==> src/rtl/ucsbece154a_memarb.sv <==
// Two-port memory arbiter: IDLE -> ACC (one memory cycle) -> RSP (ack), 32-bit address/data.
// Define MEMARB_ROUND_ROBIN_EN for round-robin arbitration; otherwise port 0 has fixed priority.
module ucsbece154a_memarb (
    input  logic        clk,
    input  logic        reset_n,
    input  logic        req0_i,
    input  logic        req1_i,
    input  logic        we0_i,
    input  logic        we1_i,
    input  logic [31:0] a0_i,
    input  logic [31:0] a1_i,
    input  logic [31:0] wd0_i,
    input  logic [31:0] wd1_i,
    output logic        gnt0_o,
    output logic        gnt1_o,
    output logic        ack0_o,
    output logic        ack1_o,
    output logic [31:0] rd_o,
    output logic        err_o,
    output logic        mem_we_o,
    output logic [31:0] mem_a_o,
    output logic [31:0] mem_wd_o,
    input  logic [31:0] mem_rd_i
);

    typedef enum logic [1:0] {IDLE, ACC, RSP} state_t;

    state_t      state_reg;
    logic        owner_reg;
    logic        last_owner_reg;
    logic        we_reg;
    logic        misalign_reg;
    logic [31:0] a_reg;
    logic [31:0] wd_reg;
    logic [31:0] rd_reg;
    logic        err_reg;
    logic        gnt0_reg;
    logic        gnt1_reg;
    logic        ack0_reg;
    logic        ack1_reg;

    logic        pick1;
    logic        sel_we;
    logic [31:0] sel_a;
    logic [31:0] sel_wd;

`ifdef MEMARB_ROUND_ROBIN_EN
    // On a tie, the port that did not own the previous transaction wins.
    assign pick1 = req1_i & (~req0_i | ~last_owner_reg);
`else
    // last_owner_reg is pinned at 1 here, so port 0 always wins a tie.
    assign pick1 = req1_i & ~(req0_i & last_owner_reg);
`endif

    assign sel_we = pick1 ? we1_i : we0_i;
    assign sel_a  = pick1 ? a1_i  : a0_i;
    assign sel_wd = pick1 ? wd1_i : wd0_i;

    always_ff @(posedge clk or negedge reset_n) begin
        if (!reset_n) begin
            state_reg      <= IDLE;
            owner_reg      <= 1'b0;
            last_owner_reg <= 1'b1;
            we_reg         <= 1'b0;
            misalign_reg   <= 1'b0;
            a_reg          <= 32'h0000_0000;
            wd_reg         <= 32'h0000_0000;
            rd_reg         <= 32'h0000_0000;
            err_reg        <= 1'b0;
            gnt0_reg       <= 1'b0;
            gnt1_reg       <= 1'b0;
            ack0_reg       <= 1'b0;
            ack1_reg       <= 1'b0;
        end else begin
            gnt0_reg <= 1'b0;
            gnt1_reg <= 1'b0;
            ack0_reg <= 1'b0;
            ack1_reg <= 1'b0;
            case (state_reg)
                IDLE, RSP: begin
                    if (req0_i || req1_i) begin
                        owner_reg    <= pick1;
                        we_reg       <= sel_we;
                        a_reg        <= {sel_a[31:2], 2'b00};
                        wd_reg       <= sel_wd;
                        misalign_reg <= |sel_a[1:0];
                        gnt0_reg     <= ~pick1;
                        gnt1_reg     <= pick1;
`ifdef MEMARB_ROUND_ROBIN_EN
                        last_owner_reg <= pick1;
`endif
                        state_reg    <= ACC;
                    end else begin
                        state_reg    <= IDLE;
                    end
                end
                ACC: begin
                    if (!we_reg) begin
                        rd_reg <= mem_rd_i;
                    end
                    err_reg   <= misalign_reg;
                    ack0_reg  <= ~owner_reg;
                    ack1_reg  <= owner_reg;
                    state_reg <= RSP;
                end
                default: state_reg <= IDLE;
            endcase
        end
    end

    // Derived from the state register so an asynchronous reset kills the write at once.
    assign mem_we_o = (state_reg == ACC) && we_reg;
    assign mem_a_o  = a_reg;
    assign mem_wd_o = wd_reg;
    assign rd_o     = rd_reg;
    assign err_o    = err_reg;
    assign gnt0_o   = gnt0_reg;
    assign gnt1_o   = gnt1_reg;
    assign ack0_o   = ack0_reg;
    assign ack1_o   = ack1_reg;

endmodule

==> config.mk <==
export PLATFORM = sky130hd
export DESIGN_NAME = ucsbece154a_memarb
export DESIGN_NICKNAME = d
export VERILOG_FILES = /design/src/rtl/ucsbece154a_memarb.sv
export SDC_FILE = /design/constraint.sdc
export NUM_CORES = 1
export LEC_CHECK = 0
export ABC_AREA = 0
export CAP_MARGIN = 20
export CORE_MARGIN = 10
export CORE_UTILIZATION = 31
export CTS_BUF_LIST = sky130_fd_sc_hd__clkbuf_2
export CTS_CLUSTER_SIZE = 14
export DETAILED_ROUTE_END_ITERATION = 6
export MAX_ROUTING_LAYER = met4
export PLACE_DENSITY_LB_ADDON = 0.15
export REMOVE_ABC_BUFFERS = 1
export SLEW_MARGIN = 20
export SYNTH_ARGS = -nofsm -noshare
export SYNTH_HDL_FRONTEND = slang
export SYNTH_SLANG_ARGS = --single-unit
==> constraint.sdc <==
create_clock -name clk -period 2.3 [get_ports clk]
set_input_delay 0.46 -clock clk [delete_from_list [all_inputs] [get_ports clk]]
set_output_delay 0.46 -clock clk [all_outputs]
set_load 0.1 [all_outputs]
## Word level (Yosys, flattened, before mapping)

Cells that the tools add are included.

| word-level totals | value |
|---|---|
| register bits | 104 |
| logic and storage cells | 38 |

| cells by class | value |
|---|---|
| eq/ne operators | 2 |
| muxes and demuxes | 11 |
| bitwise logic cells | 6 |
| reductions and logical operators | 7 |

Operator list:

| kind | number |
|---|---|
| $mux 32 | 2 |
| $mux 1 | 8 |
| $not 1->1 | 4 |
| $pmux 2 s2 | 1 |
| $reduce_and 2->1 | 2 |
| $reduce_or 2->1 | 2 |
| $and 1x1->1 | 2 |
| $eq 2x1->1 const B | 1 |
| $eq 2x2->1 const B | 1 |
| $logic_not 2->1 | 1 |
| $logic_and 1x1->1 | 1 |
| $logic_or 1x1->1 | 1 |

## Longest topological paths before layout

| depth | value |
|---|---|
| depth after elaboration | 6 |
| depth in mapped cells | 7 |

## Worst setup path after synthesis

No wires, ideal clock.

| timing path | value |
|---|---|
| path type | reg2out |
| from | register state_reg[1] |
| to | output mem_we_o |
| arrival time | 1385 ps |
| data required time | 1840 ps |
| setup slack | 455 ps |
| stages on the path, launching flop included | 4 |
| path through | dfrtp_1 -> nand2b_2 -> inv_1 -> and2_1 |

| on the way | value |
|---|---|
| longest elaborated chain between the ends | 2 |

Ends and longest elaborated chain:

| what | RTL line | text |
|---|---|---|
| start, declared | 28 | `state_t state_reg;` |
| start signal, assigned | 61 | `state_reg <= IDLE;` |
| start signal, assigned | 92 | `state_reg <= ACC;` |
| start signal, assigned | 94 | `state_reg <= IDLE;` |
| $eq 2x1->1 | 112 | `assign mem_we_o = (state_reg == ACC) && we_reg;` |
| $logic_and 1x1->1 | 112 |  |
| end, declared | 20 | `output logic mem_we_o,` |

Every way passes these cells.

## Worst setup path after layout

Ends and elaborated chain as after synthesis.

==> results.py <==
metrics = {
    "detailed_routing": {
        "wl_per_cell_um": 17.3,
        "ant_nets": 0,
        "drt_iter0_drc": 132,
        "viasPerCell": 4.44,
        "vias": 3659,
        "drc": 0,
        "routed_wirelength_um": 14200,
        "dr.pass1.iters": 4,
    },
    "setup_path": {
        "startpoint": "state_reg[1]$_DFF_PN0_",
        "r2r_start": "state_reg[1]$_DFF_PN0_",
        "required_ns": 1.84,
        "critPathLaunchType": "flip-flop",
        "reg2reg_depth": 4,
        "worstReg2RegEnd": "rd_o[2]$_DFFE_PN0P_",
        "critPathKind": "reg2out",
        "critPathCapture": "mem_we_o",
        "worstSetupEndpointType": "output pin",
        "reg2reg_slack_ns": 0.73,
        "worstPathMaxFanout": 4,
        "cp.arrival_ns": 1.64,
    },
    "clocking": {
        "clkSinkCount": 104,
        "insertion_delay_ns": 0.56,
        "cts_hold_buffers": 1,
        "cts_tree": "done",
        "cts_resized": 0,
        "cts_buffers": 9,
        "clkTransAtPathRegs_ns": 0.23,
        "cts_buffer_depth": 2,
        "htree_levels": 3,
        "cts_setup_buffers": 0,
        "clockRootBuffer": "clkbuf_2",
    },
    "global_route": {
        "grt_usage_pct": 14.2,
        "grt_max_degree": 105,
        "top_usage_layer": "met2",
        "grt_pass1_vias": 4007,
        "grt_pass1_wl_um": 21400,
        "met3_usage_pct": 6.55,
        "grt_overflow": 0,
        "grt_use_met1_pct": 16.5,
        "met2_usage_pct": 21.5,
        "grt_antenna_before_repair": 0,
    },
    "layout": {
        "final_layout_size_suffix_gt1_share_pct": 26.9,
        "finalNetCount": 803,
        "fillerInstances": 1372,
        "area_delta_synth_final_pct": 59.3,
        "antennaDiodeCount": 0,
        "instances_no_fill": 824,
    },
    "synth": {
        "syn_inst": 372,
        "seq_area_frac_synth_pct": 57.6,
        "synth_edf_count": 0,
        "synth_area_um2": 4520,
        "synth_area_leaders": "dfrtp_1 58%, mux2i_1 14%, mux2_2 8.0%",
        "synth_async_sr_flop_share_pct": 100,
        "yosys_warnings": 1,
        "yosysTopAreaCell": "dfrtp_1",
        "synth_common_cells": "104 x dfrtp_1, 66 x nand2_1, 63 x mux2i_1",
        "yosysMostFrequentCell": "dfrtp_1",
        "synth_top_area_share_pct": 57.6,
        "synth_cell_type_count": 24,
        "synth_ff_type": "dfrtp_1",
        "synth_seq_cells": 104,
        "syn_avg_cell_area_um2": 12.1,
    },
    "timing": {
        "drv_slew": 0,
        "setup_viol": 0,
        "post-route-min-period_ns": 2.10,
        "rsz0062_at_grt": "no",
        "hold_violations": 0,
        "min_period_over_period_pct": 91.4,
        "max_freq_mhz": 475,
        "slew_headroom_pct": 62.1,
        "hold_slack_ns": 0.435,
        "clock_skew_ns": 0.0196,
        "tightest_slew_ns": 0.567,
    },
    "floorplan": {
        "die_y_um": 141,
        "num_io_pins": 268,
        "dieArea_um2": 19800,
        "dieWidth_um": 141,
        "start_util_pct": 31.3,
        "rows": 44,
        "core_area_um2": 14400,
    },
    "run_status": {
        "outcome": "finished, final reports clean",
    },
    "power_and_ir_drop": {
        "vdd_ir_drop_max_mv": 0.533,
        "power_density_nw_per_um2": 1200,
        "leakage_nw": 3.33,
        "p_total_mw": 8.61,
    },
    "place": {
        "gp_congestion": 0.769,
        "io_buffers": 265,
        "hpwl_um": 11800,
        "placedCellCount": 809,
    },
    "flow_run": {
        "maxCapViolCount": 0,
    },
    "hold_path": {
        "hp-class": "in2reg",
    },
}
==> per-stage QoR <==
| step | instance area (um2) | worst slack (ns) | setup TNS (ns) | util, % |
|---|---|---|---|---|
| global route | 7200 | 0.0639 | 0 | 49.9 |
| finish | 7200 | 0.197 | 0 | 49.9 |
| CTS | 7200 | 0.0974 | 0 | 49.9 |
| floorplan | 4310 | -0.0314 | -1.10 | - |
| detailed placement | 7120 | 0.297 | 0 | 49.4 |
| global placement | 7120 | 0.336 | 0 | 49.4 |
==> layout make-up <==
| class | count | area [um2] | area share [%] |
|---|---|---|---|
| Multi-Input combinational cell | 240 | 1700 | 23.7 |
| Clock buffer | 11 | 55.1 | 0.765 |
| Tap cell | 184 | 230 | 3.20 |
| Timing Repair Buffer | 280 | 2590 | 36.0 |
| Sequential cell | 104 | 2600 | 36.2 |
| Clock inverter | 3 | 11.3 | 0.156 |
| Inverter | 2 | 7.51 | 0.104 |
==> worst min path at each step <==
stage	startpoint	end	slack (ns)	depth (start not counted)
final	req1_i	mem_a_o[24]$_DFFE_PN0P_	0.43	4
after global routing	req1_i	mem_a_o[24]$_DFFE_PN0P_	0.40	4
after CTS	req1_i	mem_a_o[24]$_DFFE_PN0P_	0.37	4
after detailed placement	owner_reg$_DFFE_PN0P_	ack0_o$_DFF_PN0_	0.45	1
after global placement	owner_reg$_DFFE_PN0P_	ack0_o$_DFF_PN0_	0.44	1
after floorplan	reset_n	ack0_o$_DFF_PN0_	0.16	0
==> kinds of logic (layout without fill, tap and decap cells) <==
logic type / after synthesis / count (layout) / share of synthesized area, %
AOI/OAI and AO/OA: 67 / 67 / 8.75
buffers and inverters: 29 / 296 / 4.79
DFF: 104 / 104 / 57.6
muxes: 95 / 95 / 21.9
other: 1 / 2 / 0.0830
and+or+nand+nor: 76 / 76 / 6.84
==> layer usage <==
metal	vias up	wire, um
met5	-	0
met4	0	205
met3	13	1520
met2	183	6430
met1	1665	6070
li1	1798	-
==> critical path, cell delays in order, from the launching register on <==
cell	delay, ns
dfrtp_1	0.40
nand2b_2	0.21
inv_1	0.12
and2_1	0.18
buf_12	0.18
==> where the power goes <==
part	internal, mW	switching, mW	total, mW
Sequential	2.29	0.246	2.54
Combinational	1.23	4.16	5.40
Clock	0.130	0.544	0.674
Total	3.66	4.95	8.61
==> layout by cell type (no fill, tap or decap), types with 2 or more instances in the layout <==
| cell | n |
|---|---|
| clkbuf_2 | 11 |
| o21ai_0 | 35 |
| nor2_1 | 3 |
| o21ai_1 | 19 |
| o21ai_2 | 9 |
| nand2_1 | 66 |
| mux2i_1 | 63 |
| and2_1 | 2 |
| inv_1 | 2 |
| conb_1 | 2 |
| clkinv_1 | 3 |
| mux2_2 | 32 |
| buf_4 | 110 |
| dfrtp_1 | 104 |
| clkdlybuf4s50_1 | 163 |
| a21o_1 | 2 |
| buf_12 | 6 |
(Power assumes the default switching activity.)
